$ cat src/rtl/matrix_pkg.sv
// matrix_pkg: shared definitions for the matrix operation units.
//   ELEM_W / MAX_N / MAT_W : element width, maximum dimension, packed 5x5 image width
//   mat_size_t             : 2-bit matrix size encoding (00=2x2 .. 11=5x5)
//   ctrl_state_t           : sequencer state encoding
//   size_to_n()            : size code to dimension n
//   slot_idx()             : row-major slot index row*MAX_N+col inside the 5x5 image
package matrix_pkg;

    localparam int ELEM_W = 8;
    localparam int MAX_N  = 5;
    localparam int MAT_W  = MAX_N * MAX_N * ELEM_W;

    typedef enum logic [1:0] {
        SZ_2X2 = 2'b00,
        SZ_3X3 = 2'b01,
        SZ_4X4 = 2'b10,
        SZ_5X5 = 2'b11
    } mat_size_t;

    typedef enum logic [2:0] {
        ST_IDLE    = 3'd0,
        ST_LOAD    = 3'd1,
        ST_COMPUTE = 3'd2,
        ST_DRAIN   = 3'd3,
        ST_DONE    = 3'd4
    } ctrl_state_t;

    function automatic logic [2:0] size_to_n(input mat_size_t sz);
        logic [2:0] n;
        case (sz)
            SZ_2X2:  n = 3'd2;
            SZ_3X3:  n = 3'd3;
            SZ_4X4:  n = 3'd4;
            SZ_5X5:  n = 3'd5;
            default: n = 3'd2;
        endcase
        return n;
    endfunction

    // Largest value is 4*5+4 = 24, so 5 bits always suffice.
    function automatic logic [4:0] slot_idx(input logic [2:0] row, input logic [2:0] col);
        return ({2'b00, row} * 5'd5) + {2'b00, col};
    endfunction

endpackage

$ cat src/rtl/transposicao_matriz.sv
// transposicao_matriz: combinational transpose of a zero-padded 5x5 element image.
//   matrix_A       in  MAT_W  source image, slot (r,c) at bits (r*5+c)*ELEM_W
//   matrix_size    in  2      size code; slots outside the n x n corner read as 0
//   m_transposta_A out MAT_W  transposed image, slot (r,c) = source slot (c,r)
module transposicao_matriz
    import matrix_pkg::*;
(
    input  logic [MAT_W-1:0] matrix_A,
    input  logic [1:0]       matrix_size,
    output logic [MAT_W-1:0] m_transposta_A
);

    logic [2:0] w_n;

    assign w_n = size_to_n(mat_size_t'(matrix_size));

    // Swap row and column of every slot inside the active n x n corner.
    always_comb begin
        m_transposta_A = '0;
        for (int r = 0; r < MAX_N; r++) begin
            for (int c = 0; c < MAX_N; c++) begin
                if ((3'(r) < w_n) && (3'(c) < w_n)) begin
                    m_transposta_A[(r*MAX_N+c)*ELEM_W +: ELEM_W] = matrix_A[(c*MAX_N+r)*ELEM_W +: ELEM_W];
                end else begin
                    m_transposta_A[(r*MAX_N+c)*ELEM_W +: ELEM_W] = '0;
                end
            end
        end
    end

endmodule

$ cat src/rtl/matrix_transpose_ctrl.sv
// matrix_transpose_ctrl: loads an n x n matrix (n=2..5) element by element,
// transposes it through transposicao_matriz and streams the result back out.
//   clk, rst_n               clock, asynchronous active-low reset
//   start, abort             begin an operation (IDLE only) / return to IDLE
//   matrix_size              size code, latched on an accepted start
//   in_data/in_valid/in_ready   row-major input stream
//   out_data/out_valid/out_ready row-major transposed output stream
//   busy, done               not-IDLE flag, one-cycle completion pulse
module matrix_transpose_ctrl
    import matrix_pkg::*;
(
    input  logic              clk,
    input  logic              rst_n,
    input  logic              start,
    input  logic              abort,
    input  logic [1:0]        matrix_size,
    input  logic [ELEM_W-1:0] in_data,
    input  logic              in_valid,
    output logic              in_ready,
    output logic [ELEM_W-1:0] out_data,
    output logic              out_valid,
    input  logic              out_ready,
    output logic              busy,
    output logic              done
);

    ctrl_state_t      r_state;
    logic [2:0]       r_row;
    logic [2:0]       r_col;
    mat_size_t        r_size;
    logic [MAT_W-1:0] r_src;
    logic [MAT_W-1:0] r_res;
    logic             r_in_ready;
    logic             r_out_valid;
    logic             r_busy;
    logic             r_done;

    ctrl_state_t      w_next_state;
    logic [2:0]       w_next_row;
    logic [2:0]       w_next_col;
    logic [2:0]       w_n;
    logic             w_last_col;
    logic             w_last;
    logic [4:0]       w_slot;
    logic [MAT_W-1:0] w_trans;

    assign w_n        = size_to_n(r_size);
    assign w_last_col = (r_col == (w_n - 3'd1));
    assign w_last     = w_last_col && (r_row == (w_n - 3'd1));
    assign w_slot     = slot_idx(r_row, r_col);

    transposicao_matriz u_transpose (
        .matrix_A       (r_src),
        .matrix_size    (r_size),
        .m_transposta_A (w_trans)
    );

    // Next state and row/col counters; abort outranks start and handshakes.
    always_comb begin
        w_next_state = r_state;
        w_next_row   = r_row;
        w_next_col   = r_col;
        if (abort) begin
            w_next_state = ST_IDLE;
            w_next_row   = 3'd0;
            w_next_col   = 3'd0;
        end else begin
            case (r_state)
                ST_IDLE: begin
                    if (start) begin
                        w_next_state = ST_LOAD;
                        w_next_row   = 3'd0;
                        w_next_col   = 3'd0;
                    end else begin
                        w_next_state = ST_IDLE;
                    end
                end
                ST_LOAD, ST_DRAIN: begin
                    if ((r_state == ST_LOAD) ? in_valid : out_ready) begin
                        // The final transfer wraps both counters to 0 so they never reach n.
                        if (w_last) begin
                            w_next_state = (r_state == ST_LOAD) ? ST_COMPUTE : ST_DONE;
                            w_next_row   = 3'd0;
                            w_next_col   = 3'd0;
                        end else if (w_last_col) begin
                            w_next_row   = r_row + 3'd1;
                            w_next_col   = 3'd0;
                        end else begin
                            w_next_col   = r_col + 3'd1;
                        end
                    end else begin
                        w_next_state = r_state;
                    end
                end
                ST_COMPUTE: begin
                    w_next_state = ST_DRAIN;
                    w_next_row   = 3'd0;
                    w_next_col   = 3'd0;
                end
                ST_DONE: begin
                    w_next_state = ST_IDLE;
                end
                default: begin
                    w_next_state = ST_IDLE;
                    w_next_row   = 3'd0;
                    w_next_col   = 3'd0;
                end
            endcase
        end
    end

    // FSM state, counters, latched size and status outputs decoded from the next state.
    always_ff @(posedge clk or negedge rst_n) begin
        if (!rst_n) begin
            r_state     <= ST_IDLE;
            r_row       <= 3'd0;
            r_col       <= 3'd0;
            r_size      <= SZ_2X2;
            r_in_ready  <= 1'b0;
            r_out_valid <= 1'b0;
            r_busy      <= 1'b0;
            r_done      <= 1'b0;
        end else begin
            r_state <= w_next_state;
            r_row   <= w_next_row;
            r_col   <= w_next_col;
            if (!abort && (r_state == ST_IDLE) && start) begin
                r_size <= mat_size_t'(matrix_size);
            end else begin
                r_size <= r_size;
            end
            r_in_ready  <= (w_next_state == ST_LOAD);
            r_out_valid <= (w_next_state == ST_DRAIN);
            r_busy      <= (w_next_state != ST_IDLE);
            r_done      <= (w_next_state == ST_DONE);
        end
    end

    // Source image fill and result capture; abort blocks the write but keeps contents.
    always_ff @(posedge clk or negedge rst_n) begin
        if (!rst_n) begin
            r_src <= '0;
            r_res <= '0;
        end else begin
            if (!abort && (r_state == ST_IDLE) && start) begin
                r_src <= '0;
            end else if (!abort && (r_state == ST_LOAD) && in_valid) begin
                r_src[int'(w_slot)*ELEM_W +: ELEM_W] <= in_data;
            end else begin
                r_src <= r_src;
            end
            if (!abort && (r_state == ST_COMPUTE)) begin
                r_res <= w_trans;
            end else begin
                r_res <= r_res;
            end
        end
    end

    // Output element selected by the drain counters, forced to 0 when not valid.
    always_comb begin
        if (r_out_valid) begin
            out_data = r_res[int'(w_slot)*ELEM_W +: ELEM_W];
        end else begin
            out_data = '0;
        end
    end

    assign in_ready  = r_in_ready;
    assign out_valid = r_out_valid;
    assign busy      = r_busy;
    assign done      = r_done;

endmodule

$ cat config.mk
export PLATFORM = sky130hd
export DESIGN_NAME = matrix_transpose_ctrl
export DESIGN_NICKNAME = d
export VERILOG_FILES = /design/src/rtl/matrix_pkg.sv /design/src/rtl/transposicao_matriz.sv /design/src/rtl/matrix_transpose_ctrl.sv
export SDC_FILE = /design/constraint.sdc
export NUM_CORES = 1
export LEC_CHECK = 0
export CAP_MARGIN = 25
export CORE_MARGIN = 4
export CORE_UTILIZATION = 55
export CTS_CLUSTER_SIZE = 24
export DETAILED_ROUTE_END_ITERATION = 16
export GPL_ROUTABILITY_DRIVEN = 0
export PLACE_DENSITY = 0.71
export SLEW_MARGIN = 5
export SYNTH_ARGS = -nofsm -noshare
export SYNTH_HDL_FRONTEND = slang
export SYNTH_SLANG_ARGS = --single-unit
$ cat constraint.sdc
create_clock -name clk -period 9 [get_ports clk]
set_input_delay 2.7 -clock clk [delete_from_list [all_inputs] [get_ports clk]]
set_output_delay 2.7 -clock clk [all_outputs]
set_load 0.01 [all_outputs]
==> Word level (Yosys, flattened, before mapping) <==
Cells that the tools add are included.
{ "totals": {"register_bits": 415, "latch_bits": 0, "ramBits": 0, "rom_bits": 0, "inputBits": 16, "output_inout_bits": 12, "word_cells": 112, "memories": 0} }
{ "op_classes": {"n_addsub": 5, "n_mul": 1, "n_div": 0, "n_lt_le_gt_ge": 5, "n_eq_ne": 16, "shifts": 3, "muxes": 48, "bitwise_logic": 0, "reduce_logical": 24} }
{ "ops": {"columns": ["operator", "n"], "rows": [
  ["2-to-1 mux 200 bit", 2],
  ["2-to-1 mux 8 bit", 26],
  ["bitwise mux 200 bit", 1],
  ["variable shift 8 x 33 -> 200 bit (first input constant)", 1],
  ["indexed part select 200 x 9 -> 8 bit", 1],
  ["indexed part select 8 x 33 -> 200 bit", 1],
  ["2-to-1 mux 3 bit", 13],
  ["negation 8 -> 33 bit", 1],
  ["case mux 3 bit (3 select lines)", 3],
  ["logical AND 1 bit", 16],
  ["case mux 3 bit (4 select lines)", 1],
  ["== test 3 x 2 -> 1 bit (second input constant)", 3],
  ["adder 3 x 1 -> 3 bit (second input constant)", 2],
  ["== test 3 x 1 -> 1 bit (second input constant)", 2],
  ["== test 3 bit", 2],
  ["== test 3 bit (second input constant)", 2],
  ["less-than comparator 1 x 3 -> 1 bit (first input constant)", 2],
  ["less-than comparator 2 x 3 -> 1 bit (first input constant)", 2],
  ["!= test 3 bit (second input constant)", 2],
  ["adder 5 x 3 -> 5 bit", 1],
  ["multiplier 3 x 3 -> 5 bit (second input constant)", 1],
  ["== test 2 bit (second input constant)", 2],
  ["!= test 4 bit (second input constant)", 1],
  ["AND reduction 4 bit", 1],
  ["12 further kinds", 13]
]} }

==> Logic depth before layout (Yosys ltp) <==
Gate-level depths: netlist of run 1.
{ "logic_depth": {"depth_word": 10, "depth_mapped": 15, "mapped_depth_nobuf": 13} }

==> Cells and area by module <==
From an unflattened synthesis of run 1, not the netlist that was laid out.
{ "unflattened": {"cells_unflattened": 1568, "area_unflattened_um2": 19811.5} }
{ "by_module_without_submodules": {"columns": ["module", "instances", "cells_each", "area_each_um2"], "rows": [
  ["matrix_transpose_ctrl", 1, 1338, 18436.4],
  ["transposicao_matriz", 1, 230, 1375.1]
]} }

==> Worst setup path after synthesis of run 1 <==
OpenSTA, ideal clock, no wires.
{ "synth_path": {"path_type": "flip-flop to output port", "start": "register r_row[0]", "end": "output out_data[6]", "t_arrival_ns": 2.961, "path_slack_ns": 3.339, "stages_incl_launch_ff": 10, "path_cell_list": "dfrtp_1 ha_1 ha_1 fa_1 xor2_2 buf_2 buf_2 mux4_2 nor2_1 nor2_1"} }
{ "synth_via": {"elab_chain_len": 4} }
{ "synth_lines": {"columns": ["item", "line", "source"], "rows": [
  ["start, declared", "matrix_transpose_ctrl.sv:28", "logic [2:0] r_row;"],
  ["start signal, assigned", "matrix_transpose_ctrl.sv:125", "r_row <= w_next_row;"],
  ["multiplier 3 x 3 -> 5 bit", "matrix_pkg.sv:42", "return ({2'b00, row} * 5'd5) + {2'b00, col};"],
  ["adder 5 x 3 -> 5 bit", "matrix_pkg.sv:42", null],
  ["indexed part select 200 x 9 -> 8 bit", "matrix_transpose_ctrl.sv:163", "out_data = r_res[int'(w_slot)*ELEM_W +: ELEM_W];"],
  ["2-to-1 mux 8 bit", "matrix_transpose_ctrl.sv:162", "if (r_out_valid) begin"],
  ["end, declared", "matrix_transpose_ctrl.sv:20", "output logic [ELEM_W-1:0] out_data,"]
]} }
Every way passes these cells.

==> Final worst setup path of run 1 <==
Same ends and word-level chain as after synthesis.

==> results.py, run 1 <==
metrics = {
    "pwr": {
        "p_total_mw": 4.36,
        "power.ir.vdd_worst_mv": 0.184,
        "power.density_mw_per_mm2": 205,
        "cellLeakagePower_nw": 9.51,
    },
    "synthesis": {
        "synth_nets": 1858,
        "syn-cell-area_mm2": 0.0191,
        "ys_top_cells_by_area": "sky130_fd_sc_hd__dfrtp_1, sky130_fd_sc_hd__nand2_1, sky130_fd_sc_hd__mux4_2, sky130_fd_sc_hd__o21ai_0, sky130_fd_sc_hd__mux2i_1",
        "synth_area_per_cell_um2": 10.4,
        "sequential_area_share_after_synthesis_pct": 54.5,
        "count_leader_synth": "sky130_fd_sc_hd__nand2_1",
        "synth_flop_cell": "sky130_fd_sc_hd__dfrtp_1",
        "synth-async-reset-ratio_pct": 100,
        "synthCells": 1825,
        "yosys.cell_types.count": 61,
        "netlist.top_cell.by_area": "sky130_fd_sc_hd__dfrtp_1",
        "ys_top_cells_by_count": "sky130_fd_sc_hd__nand2_1, sky130_fd_sc_hd__dfrtp_1, sky130_fd_sc_hd__o21ai_0, sky130_fd_sc_hd__clkbuf_1, sky130_fd_sc_hd__mux2i_1",
        "synth-warning-count": 0,
        "post_synthesis_sequential_element_count": 415,
        "synth_enable_flop_cells": 0,
        "synth_top_area_share_pct": 54.5,
    },
    "timing": {
        "finalMaxSlewViolations": 0,
        "tightest_slew_ns": 1.14,
        "setup_tns_ns": 0,
        "report.final.setup_viol": 0,
        "rsz0062_at_grt": "no",
        "slew_headroom_pct": 23.2,
        "final_min_period_over_clock_period_pct": 78.2,
        "skew_ns": 0.0260,
        "finalCriticalPeriod_ns": 7.04,
        "fmax_mhz": 142,
        "worst_slack_ns": 1.96,
        "final_hold_viol_count": 0,
    },
    "setup_path": {
        "criticalPathCategory": "reg -> out",
        "required_ns": 6.30,
        "critPathCaptureType": "primary output",
        "max_fo_critical_path": 9,
        "cp-start-kind": "register",
        "timing.critical_path.arrival_ns": 4.34,
    },
    "drt": {
        "num_vias": 14600,
        "dr.first_iter.drc_count": 1864,
        "detail_route.wirelength_um": 55900,
        "route.detailed.vias_per_inst": 6.42,
        "detail-route-antenna-nets": 0,
        "drc": 0,
        "drt_pass1_iterations": 7,
        "avgRoutedWirePerCell_um": 24.6,
    },
    "grt": {
        "grt_start_max_net_pins": 171,
        "grt_pass1_wl_um": 86800,
        "track_usage_pct": 29.4,
        "first_global_vias": 14000,
        "antenna_found_initial": 0,
        "grt_remaining_overflow": 0,
    },
    "clock_network": {
        "clock_tree.buffer_depth": 3,
        "cts_hold_buf": 0,
        "ctsRootBufferMaster": "sky130_fd_sc_hd__clkbuf_16",
        "cts_tree": "yes",
        "insertion_delay_ns": 0.55,
        "cts-htree-levels": 2,
        "clock_pin_transition_on_the_worst_setup_and_hold_timing_paths_ns": 0.06,
        "cts_setup_buffers": 0,
        "clkSinkCount": 415,
        "cts_inserted_buffers": 45,
        "post_cts_resize_count": 0,
    },
    "flow_run": {
        "max_cap_violations": 0,
    },
    "cells_and_area": {
        "area_growth_syn_to_layout_pct": 11.3,
        "drive_gt1_share_pct": 10.7,
        "fillCellCount": 2696,
        "utilization_pct": 62.7,
        "nNetsFinal": 1820,
    },
    "floorplanning": {
        "fp.dieH_um": 194,
        "start_util_pct": 56.3,
        "core_region_area_mm2": 0.0339,
        "fp.dieArea_mm2": 0.0377,
        "ioPinCount": 28,
        "chip_width_um": 194,
        "rows": 67,
    },
    "status": {
        "outcome": "finished clean",
    },
    "placed_design": {
        "place_ws_ns": 2.60,
        "numPortBuffers": 27,
        "dp_hpwl_um": 35600,
    },
    "worst_hold_path": {
        "holdCritPathClass": "reg -> reg",
    },
}
registers in the layout (all words and copies together), names as in the netlist, 2 cells and up:
name	count
r_res	200
r_src	200
r_col	3
r_row	3
r_state	3
r_size	2
per-layer routing:
metal | wire, um | track usage (%) | part of all wire, % | vias up
met5 | 0 | 0 | 0 | -
met4 | 2150 | 10.3 | 3.8 | 0
met3 | 6050 | 7.40 | 11 | 138
met2 | 24300 | 42.5 | 44 | 808
met1 | 23400 | 44.0 | 42 | 7326
li1 | - | - | - | 6320
layout make-up:
type	count	area [um2]	area share, %
flip-flops and latches	415	10400	48.9
multi-input cells	1243	8090	38.1
clock buffers	70	1380	6.51
well taps	448	561	2.64
repair buffers	58	553	2.61
clock inverters	14	160	0.755
inverters	24	90.1	0.425
diodes	1	2.50	0.0118
critical path, cell delays in order (launching register included):
cell and delay [ns]:
sky130_fd_sc_hd__dfrtp_1 0.48, sky130_fd_sc_hd__ha_1 0.34, sky130_fd_sc_hd__ha_1 0.18, sky130_fd_sc_hd__ha_1 0.44, sky130_fd_sc_hd__and3_1 0.24, sky130_fd_sc_hd__nor3_1 0.56
sky130_fd_sc_hd__nor2_1 0.35, sky130_fd_sc_hd__inv_1 0.30, sky130_fd_sc_hd__o21ai_0 0.14, sky130_fd_sc_hd__nor2_1 0.19, sky130_fd_sc_hd__clkdlybuf4s50_1 0.57
worst paths after layout:
kind	slack (ns)	start	endpoint	cells after the start
setup reg to reg	3.33	r_row[0]$_DFFE_PN0P_	r_src[132]$_DFFE_PN0P_	12
max in group asynchronous	5.36	rst_n	r_src[20]$_DFFE_PN0P_	2
min in group asynchronous	2.21	rst_n	r_res[171]$_DFFE_PN0P_	1
hold reg to reg	0.49	r_res[104]$_DFFE_PN0P_	r_res[104]$_DFFE_PN0P_	2
setup / recovery	1.96	r_row[0]$_DFFE_PN0P_	out_data[6]	10
hold / removal	0.49	r_res[104]$_DFFE_PN0P_	r_res[104]$_DFFE_PN0P_	2
layout by cell type, fill, tap and decap left out, types with 4 or more instances in the layout:
| master | count |
|---|---|
| sky130_fd_sc_hd__a31oi_1 | 5 |
| sky130_fd_sc_hd__clkdlybuf4s50_1 | 24 |
| sky130_fd_sc_hd__nand2b_1 | 46 |
| sky130_fd_sc_hd__ha_1 | 13 |
| sky130_fd_sc_hd__xnor2_1 | 9 |
| sky130_fd_sc_hd__clkbuf_8 | 12 |
| sky130_fd_sc_hd__o21ai_0 | 245 |
| sky130_fd_sc_hd__and3_1 | 10 |
| sky130_fd_sc_hd__clkbuf_1 | 11 |
| sky130_fd_sc_hd__dfrtp_1 | 415 |
| sky130_fd_sc_hd__nand4_1 | 6 |
| sky130_fd_sc_hd__nand2_1 | 449 |
| sky130_fd_sc_hd__a32o_1 | 24 |
| sky130_fd_sc_hd__xor2_1 | 5 |
| sky130_fd_sc_hd__nor4_1 | 6 |
| sky130_fd_sc_hd__and2_1 | 8 |
| sky130_fd_sc_hd__mux2i_1 | 82 |
| sky130_fd_sc_hd__and2_0 | 4 |
| sky130_fd_sc_hd__clkinv_2 | 6 |
| sky130_fd_sc_hd__or3_1 | 7 |
| sky130_fd_sc_hd__a22o_1 | 78 |
| sky130_fd_sc_hd__o221ai_1 | 7 |
| sky130_fd_sc_hd__inv_1 | 23 |
| sky130_fd_sc_hd__a21o_1 | 4 |
| sky130_fd_sc_hd__buf_4 | 26 |
| sky130_fd_sc_hd__a21oi_1 | 11 |
| sky130_fd_sc_hd__nand3_1 | 74 |
| sky130_fd_sc_hd__mux4_2 | 56 |
| sky130_fd_sc_hd__nand3_2 | 5 |
| sky130_fd_sc_hd__nor2_1 | 30 |
| sky130_fd_sc_hd__clkbuf_16 | 47 |
| sky130_fd_sc_hd__nor3_1 | 10 |
cells by family (layout without fill, tap and decap cells):
group | Yosys count | in the layout | share of synthesized area [%]
compound gates | 393 | 393 | 13.2
xor+xnor | 15 | 15 | 0.728
fa+ha+maj | 17 | 17 | 1.15
buf+inv | 167 | 166 | 3.46
flops | 415 | 415 | 54.5
mux | 138 | 138 | 10.9
other cells | 0 | 1 | 0
simple gates | 680 | 680 | 16.0
per-stage QoR:
step	cell area, um2	cells	hold slack [ns]
3_5_place_dp	19600	2187	0.467
4_1_cts	21200	2271	0.482
5_1_grt	21200	2272	0.500
6_report	21200	2273	0.487
2_1_floorplan	19100	1825	0.445
3_3_place_gp	19600	2185	0.455
where the power goes:
group	internal, mW	switching [mW]	leakage (nW)
clock network	1.14	0.762	0.753
logic	0.156	0.384	3.01
registers	1.89	0.0227	5.75
total	3.19	1.17	9.51
Note: power is estimated with default switching activity, not from simulation.
==> run 2, diff against run 1 <==
==> constraint.sdc (replaced) <==
create_clock -name clk -period 7 [get_ports clk]
set_input_delay 2.1 -clock clk [delete_from_list [all_inputs] [get_ports clk]]
set_output_delay 2.1 -clock clk [all_outputs]
set_load 0.01 [all_outputs]
==> run 2 against run 1 <==
Compared with the run above: non-clock buffer count increased by 3; clock power increased by 17%; hold slack got worse by 0.013 ns; critical path depth increased by 1; sequential share of layout area increased by 0.29 points; register-to-register slack got worse by 1.8 ns.
==> results.py, run 2 (same netlist as run 1, synthesis figures left out) <==
metrics = {
    "timing": {
        "rsz0062_at_grt": "no",
        "tightest_slew_ns": 1.06,
        "hold-worst-slack_ns": 0.474,
        "skew_ns": 0.0234,
        "final_min_period_over_clock_period_pct": 91.7,
        "final_hold_viol_count": 0,
        "finalMaxSlewViolations": 0,
        "slew_headroom_pct": 28.5,
        "setup_tns_ns": 0,
        "fmax_mhz": 156,
        "finalCriticalPeriod_ns": 6.42,
        "report.final.setup_viol": 0,
    },
    "grt": {
        "grt_util_met2_pct": 41.5,
        "antenna_found_initial": 0,
        "grt_pass1_wl_um": 86500,
        "track_usage_pct": 29.7,
        "grt_busiest_layer": "met1",
        "grt_remaining_overflow": 0,
        "use_met1_pct": 45.4,
        "grt_start_max_net_pins": 173,
        "met3_usage_pct": 7.35,
        "first_global_vias": 13900,
    },
    "setup_path": {
        "setup.worst_path.start": "r_row[0]$_DFFE_PN0P_",
        "cp-start-kind": "register",
        "critical_path.reg2reg.startpoint": "r_row[0]$_DFFE_PN0P_",
        "max_fo_critical_path": 17,
        "reg2reg_depth": 10,
        "critPathCaptureType": "primary output",
        "ff2ff_setup_slack_ns": 1.50,
        "worst_r2r_endpoint": "r_src[134]$_DFFE_PN0P_",
        "setup.worst_path.end": "out_data[2]",
        "criticalPathCategory": "reg -> out",
        "required_ns": 4.90,
        "timing.critical_path.arrival_ns": 4.32,
    },
    "pwr": {
        "power.ir.vdd_worst_mv": 0.181,
        "p_total_mw": 5.38,
        "seq_power_share_pct": 45.6,
        "power_frac_comb_pct": 13.0,
        "power.clock.fraction_pct": 41.4,
        "p_sw_mw": 1.47,
        "p_int_mw": 3.92,
        "fraction_of_power_spent_switching_nets_pct": 27.2,
        "power.density_mw_per_mm2": 255,
        "cellLeakagePower_nw": 9.45,
    },
    "worst_hold_path": {
        "holdCritPathClass": "reg -> reg",
    },
    "placed_design": {
        "placement.cell_area_mm2": 0.0197,
        "dp_hpwl_um": 37100,
        "numPortBuffers": 27,
    },
    "clock_network": {
        "ctsRootBufferMaster": "sky130_fd_sc_hd__clkbuf_16",
        "clock_tree.buffer_depth": 3,
        "cts-htree-levels": 2,
        "cts_tree": "yes",
        "clock_pin_transition_on_the_worst_setup_and_hold_timing_paths_ns": 0.06,
        "cts_hold_buf": 0,
        "insertion_delay_ns": 0.57,
        "cts_setup_buffers": 0,
        "cts_inserted_buffers": 44,
        "post_cts_resize_count": 0,
        "clkSinkCount": 415,
    },
    "drt": {
        "avgRoutedWirePerCell_um": 24.7,
        "drc": 0,
        "detail-route-antenna-nets": 0,
        "drt_pass1_iterations": 6,
        "detail_route.wirelength_um": 56100,
        "dr.first_iter.drc_count": 1786,
        "route.detailed.vias_per_inst": 6.40,
        "num_vias": 14500,
    },
    "floorplanning": {
        "rows": 67,
        "fp.dieH_um": 194,
        "core_region_area_mm2": 0.0339,
        "fp.dieArea_mm2": 0.0377,
        "chip_width_um": 194,
        "ioPinCount": 28,
        "start_util_pct": 56.3,
    },
    "cells_and_area": {
        "reg.largest.list": "r_res x200, r_src x200",
        "area_growth_syn_to_layout_pct": 10.6,
        "nNetsFinal": 1822,
        "antenna_cells_inserted": 0,
        "layout.cells.most_common_list": "sky130_fd_sc_hd__nand2_1, sky130_fd_sc_hd__dfrtp_1, sky130_fd_sc_hd__o21ai_0",
        "fin_area_mm2": 0.0211,
        "drive_gt1_share_pct": 10.2,
        "mostFrequentLayoutCell": "sky130_fd_sc_hd__nand2_1",
    },
    "status": {
        "outcome": "finished clean",
    },
    "flow_run": {
        "max_cap_violations": 0,
    },
}
## run 2: layout make-up
type / count / area (um2)
clock buffer: 70 / 1310
sequential: 415 / 10400
clock inverter: 9 / 62.6
fill: 2730 / 12800
timing repair buffer: 61 / 603
tap: 448 / 561
multi-input combinational: 1243 / 8090
inverter: 24 / 90.1
## run 2: critical path: stages (launching register included)
cell and delay [ns]:
sky130_fd_sc_hd__dfrtp_1 0.47, sky130_fd_sc_hd__ha_1 0.35, sky130_fd_sc_hd__ha_1 0.33, sky130_fd_sc_hd__fa_1 1.06
sky130_fd_sc_hd__buf_4 0.37, sky130_fd_sc_hd__nor3_1 0.08, sky130_fd_sc_hd__buf_4 0.20, sky130_fd_sc_hd__nand3_1 0.09
sky130_fd_sc_hd__o21ai_0 0.08, sky130_fd_sc_hd__o21ai_0 0.16, sky130_fd_sc_hd__nor2_1 0.08, sky130_fd_sc_hd__clkdlybuf4s50_1 0.49
## run 2: how the worst min path moves through the flow
stage          cells after the start                    from                endpoint  slack, ns
6_report                           2  r_res[183]$_DFFE_PN0P_  r_res[183]$_DFFE_PN0P_       0.47
5_1_grt                            2  r_res[165]$_DFFE_PN0P_  r_res[165]$_DFFE_PN0P_       0.50
2_1_floorplan                      2  r_res[112]$_DFFE_PN0P_  r_res[112]$_DFFE_PN0P_       0.44
3_3_place_gp                       2  r_res[165]$_DFFE_PN0P_  r_res[165]$_DFFE_PN0P_       0.46
3_5_place_dp                       2  r_res[183]$_DFFE_PN0P_  r_res[183]$_DFFE_PN0P_       0.47
4_1_cts                            2  r_res[183]$_DFFE_PN0P_  r_res[183]$_DFFE_PN0P_       0.48
## run 2: stage by stage
stage                     setup WS [ns]  instances  utilization (%)
after floorplan                    1.94       1825                -
after global placement             1.31       2187             58.1
after detailed placement           1.13       2190             58.2
after CTS                         0.544       2269             62.2
after global routing              0.360       2270             62.3
final                             0.584       2270             62.3
## run 2: power by group through the flow
stage / Combinational, mW / Clock [mW] / Sequential (mW)
after global placement: 0.668 / 0 / 2.50
after floorplan: 0.438 / 0 / 2.49
final: 0.699 / 2.23 / 2.45
after CTS: 0.681 / 2.26 / 2.45
after detailed placement: 0.680 / 0 / 2.50
after global routing: 0.745 / 2.36 / 2.46
## run 2: metal layers
layer  routed length, um  vias up
li1                    -     6314
met1               23600     7319
met2               24100      763
met3                6100      129
met4                2220        0
met5                   0        -
==> run 3, diff against run 2 <==
--- a/config.mk
+++ b/config.mk
@@ -7,12 +7,12 @@
 export LEC_CHECK = 0
 export CAP_MARGIN = 25
 export CORE_MARGIN = 4
-export CORE_UTILIZATION = 55
+export CORE_UTILIZATION = 63
 export CTS_CLUSTER_SIZE = 24
 export DETAILED_ROUTE_END_ITERATION = 16
 export GPL_ROUTABILITY_DRIVEN = 0
-export PLACE_DENSITY = 0.71
-export SLEW_MARGIN = 5
+export PLACE_DENSITY = 0.8
+export SLEW_MARGIN = 30
 export SYNTH_ARGS = -nofsm -noshare
 export SYNTH_HDL_FRONTEND = slang
 export SYNTH_SLANG_ARGS = --single-unit
==> run 3 against run 2 <==
Compared with the run above: hold slack improved by 0.0086 ns; sequential share of layout area is 0.18 points higher; critical path depth did not move; clock skew grew 0.0029 ns; combinational power decreased by 0.9%; cell count shrank 2.9%; largest power group unchanged; highest routed layer is now met5.
==> results.py, run 3 (same netlist as run 1, synthesis figures left out) <==
metrics = {
    "status": {
        "outcome": "finished clean",
    },
    "floorplanning": {
        "fp.dieArea_mm2": 0.0331,
        "fp.dieH_um": 182,
        "start_util_pct": 64.2,
        "ioPinCount": 28,
        "rows": 63,
        "core_region_area_mm2": 0.0297,
        "chip_width_um": 182,
    },
    "timing": {
        "fmax_mhz": 153,
        "finalCriticalPeriod_ns": 6.52,
        "skew_ns": 0.0263,
        "worst_slack_ns": 0.477,
        "setup_tns_ns": 0,
        "slew_headroom_pct": 35.7,
        "final_min_period_over_clock_period_pct": 93.2,
        "tightest_slew_ns": 0.953,
        "finalMaxSlewViolations": 0,
        "rsz0062_at_grt": "no",
        "hold-worst-slack_ns": 0.483,
        "final_hold_viol_count": 0,
        "report.final.setup_viol": 0,
    },
    "clock_network": {
        "cts_tree": "yes",
        "clock_pin_transition_on_the_worst_setup_and_hold_timing_paths_ns": 0.06,
        "clock_tree.buffer_depth": 3,
        "insertion_delay_ns": 0.56,
        "cts_setup_buffers": 0,
        "clkSinkCount": 415,
        "cts_inserted_buffers": 42,
        "ctsRootBufferMaster": "sky130_fd_sc_hd__clkbuf_16",
        "post_cts_resize_count": 0,
        "cts-htree-levels": 2,
        "cts_hold_buf": 0,
    },
    "placed_design": {
        "placement.cell_area_mm2": 0.0196,
        "place_ws_ns": 1.10,
        "numPortBuffers": 27,
        "placed_cells_incl_taps": 2128,
        "dp_hpwl_um": 35600,
    },
    "setup_path": {
        "cp-start-kind": "register",
        "ff2ff_setup_slack_ns": 1.51,
        "setup.worst_path.start": "r_row[0]$_DFFE_PN0P_",
        "required_ns": 4.90,
        "critPathCaptureType": "primary output",
        "worst_r2r_endpoint": "r_src[54]$_DFFE_PN0P_",
        "criticalPathCategory": "reg -> out",
        "timing.critical_path.arrival_ns": 4.42,
        "setup.worst_path.end": "out_data[0]",
        "max_fo_critical_path": 17,
        "critical_path.reg2reg.startpoint": "r_row[0]$_DFFE_PN0P_",
        "reg2reg_depth": 13,
    },
    "drt": {
        "route.detailed.vias_per_inst": 6.67,
        "drt_pass1_iterations": 6,
        "avgRoutedWirePerCell_um": 24.9,
        "dr.first_iter.drc_count": 2185,
        "num_vias": 14700,
        "drc": 0,
        "detail-route-antenna-nets": 0,
        "detail_route.wirelength_um": 55000,
    },
    "pwr": {
        "power.ir.vdd_worst_mv": 0.248,
        "cellLeakagePower_nw": 9.44,
        "power.density_mw_per_mm2": 259,
        "p_total_mw": 5.44,
    },
    "cells_and_area": {
        "reg.largest.list": "r_res x200, r_src x200",
        "fillCellCount": 2077,
        "fin_area_mm2": 0.0210,
        "layout.cells.most_common_list": "sky130_fd_sc_hd__nand2_1, sky130_fd_sc_hd__dfrtp_1, sky130_fd_sc_hd__o21ai_0",
        "drive_gt1_share_pct": 10.5,
        "antenna_cells_inserted": 0,
        "mostFrequentLayoutCell": "sky130_fd_sc_hd__nand2_1",
        "final_cells": 2205,
        "utilization_pct": 70.7,
        "multi_input_area_mm2": 0.00810,
        "ff_latch_area_mm2": 0.0104,
        "area_growth_syn_to_layout_pct": 10.2,
        "nNetsFinal": 1816,
    },
    "grt": {
        "grt_start_max_net_pins": 225,
        "grt_remaining_overflow": 0,
        "grt_pass1_wl_um": 85300,
        "first_global_vias": 14300,
        "track_usage_pct": 33.5,
        "antenna_found_initial": 1,
    },
    "worst_hold_path": {
        "holdCritPathClass": "reg -> reg",
        "hold_path.startpoint": "r_res[76]$_DFFE_PN0P_",
    },
    "flow_run": {
        "max_cap_violations": 0,
    },
}
run 3: cell types whose count changed in the layout (fill, tap and decap cells not counted), moves of 3 or more:
cell / previous run / this run
sky130_fd_sc_hd__clkbuf_16: 45 / 42
sky130_fd_sc_hd__clkbuf_1: 16 / 9
sky130_fd_sc_hd__clkinv_2: 4 / 7
sky130_fd_sc_hd__bufinv_16: 0 / 3
run 3: worst min-delay path by stage:
| stage | end | slack [ns] | cells after the start |
|---|---|---|---|
| CTS | r_res[76]$_DFFE_PN0P_ | 0.48 | 2 |
| finish | r_res[76]$_DFFE_PN0P_ | 0.48 | 2 |
| global placement | r_res[167]$_DFFE_PN0P_ | 0.46 | 2 |
| detailed placement | r_res[76]$_DFFE_PN0P_ | 0.47 | 2 |
| floorplan | r_res[112]$_DFFE_PN0P_ | 0.44 | 2 |
| global route | r_src[18]$_DFFE_PN0P_ | 0.50 | 1 |
run 3: final cells by class:
| cell class | count | share of cell area (%) |
|---|---|---|
| well taps | 390 | 2.32 |
| multi-input cells | 1243 | 38.5 |
| clock buffers | 61 | 5.82 |
| inverters | 24 | 0.429 |
| flip-flops and latches | 415 | 49.4 |
| repair buffers | 57 | 2.63 |
| clock inverters | 15 | 0.845 |
run 3: report_power, final:
group          internal [mW]  switching, mW
Sequential              2.43         0.0288
Clock                   1.33          0.958
Combinational          0.207          0.486
Total                   3.96           1.47
run 3: layer usage:
metal,track usage [%],wire (um),vias to the layer above
li1,-,-,6295
met1,49.0,21500,7283
met2,48.0,23700,932
met3,9.60,7120,192
met4,13.4,2720,2
met5,0,13,-
run 3: critical path, stage by stage (launching register included):
cell and delay [ns]:
sky130_fd_sc_hd__dfrtp_1 0.48, sky130_fd_sc_hd__ha_1 0.34, sky130_fd_sc_hd__ha_1 0.32, sky130_fd_sc_hd__fa_1 1.08, sky130_fd_sc_hd__buf_4 0.37, sky130_fd_sc_hd__nor3_1 0.07, sky130_fd_sc_hd__buf_4 0.22, sky130_fd_sc_hd__nand3_1 0.10
sky130_fd_sc_hd__o21ai_0 0.10, sky130_fd_sc_hd__o21ai_0 0.19, sky130_fd_sc_hd__nor2_1 0.09, sky130_fd_sc_hd__clkdlybuf4s50_1 0.49
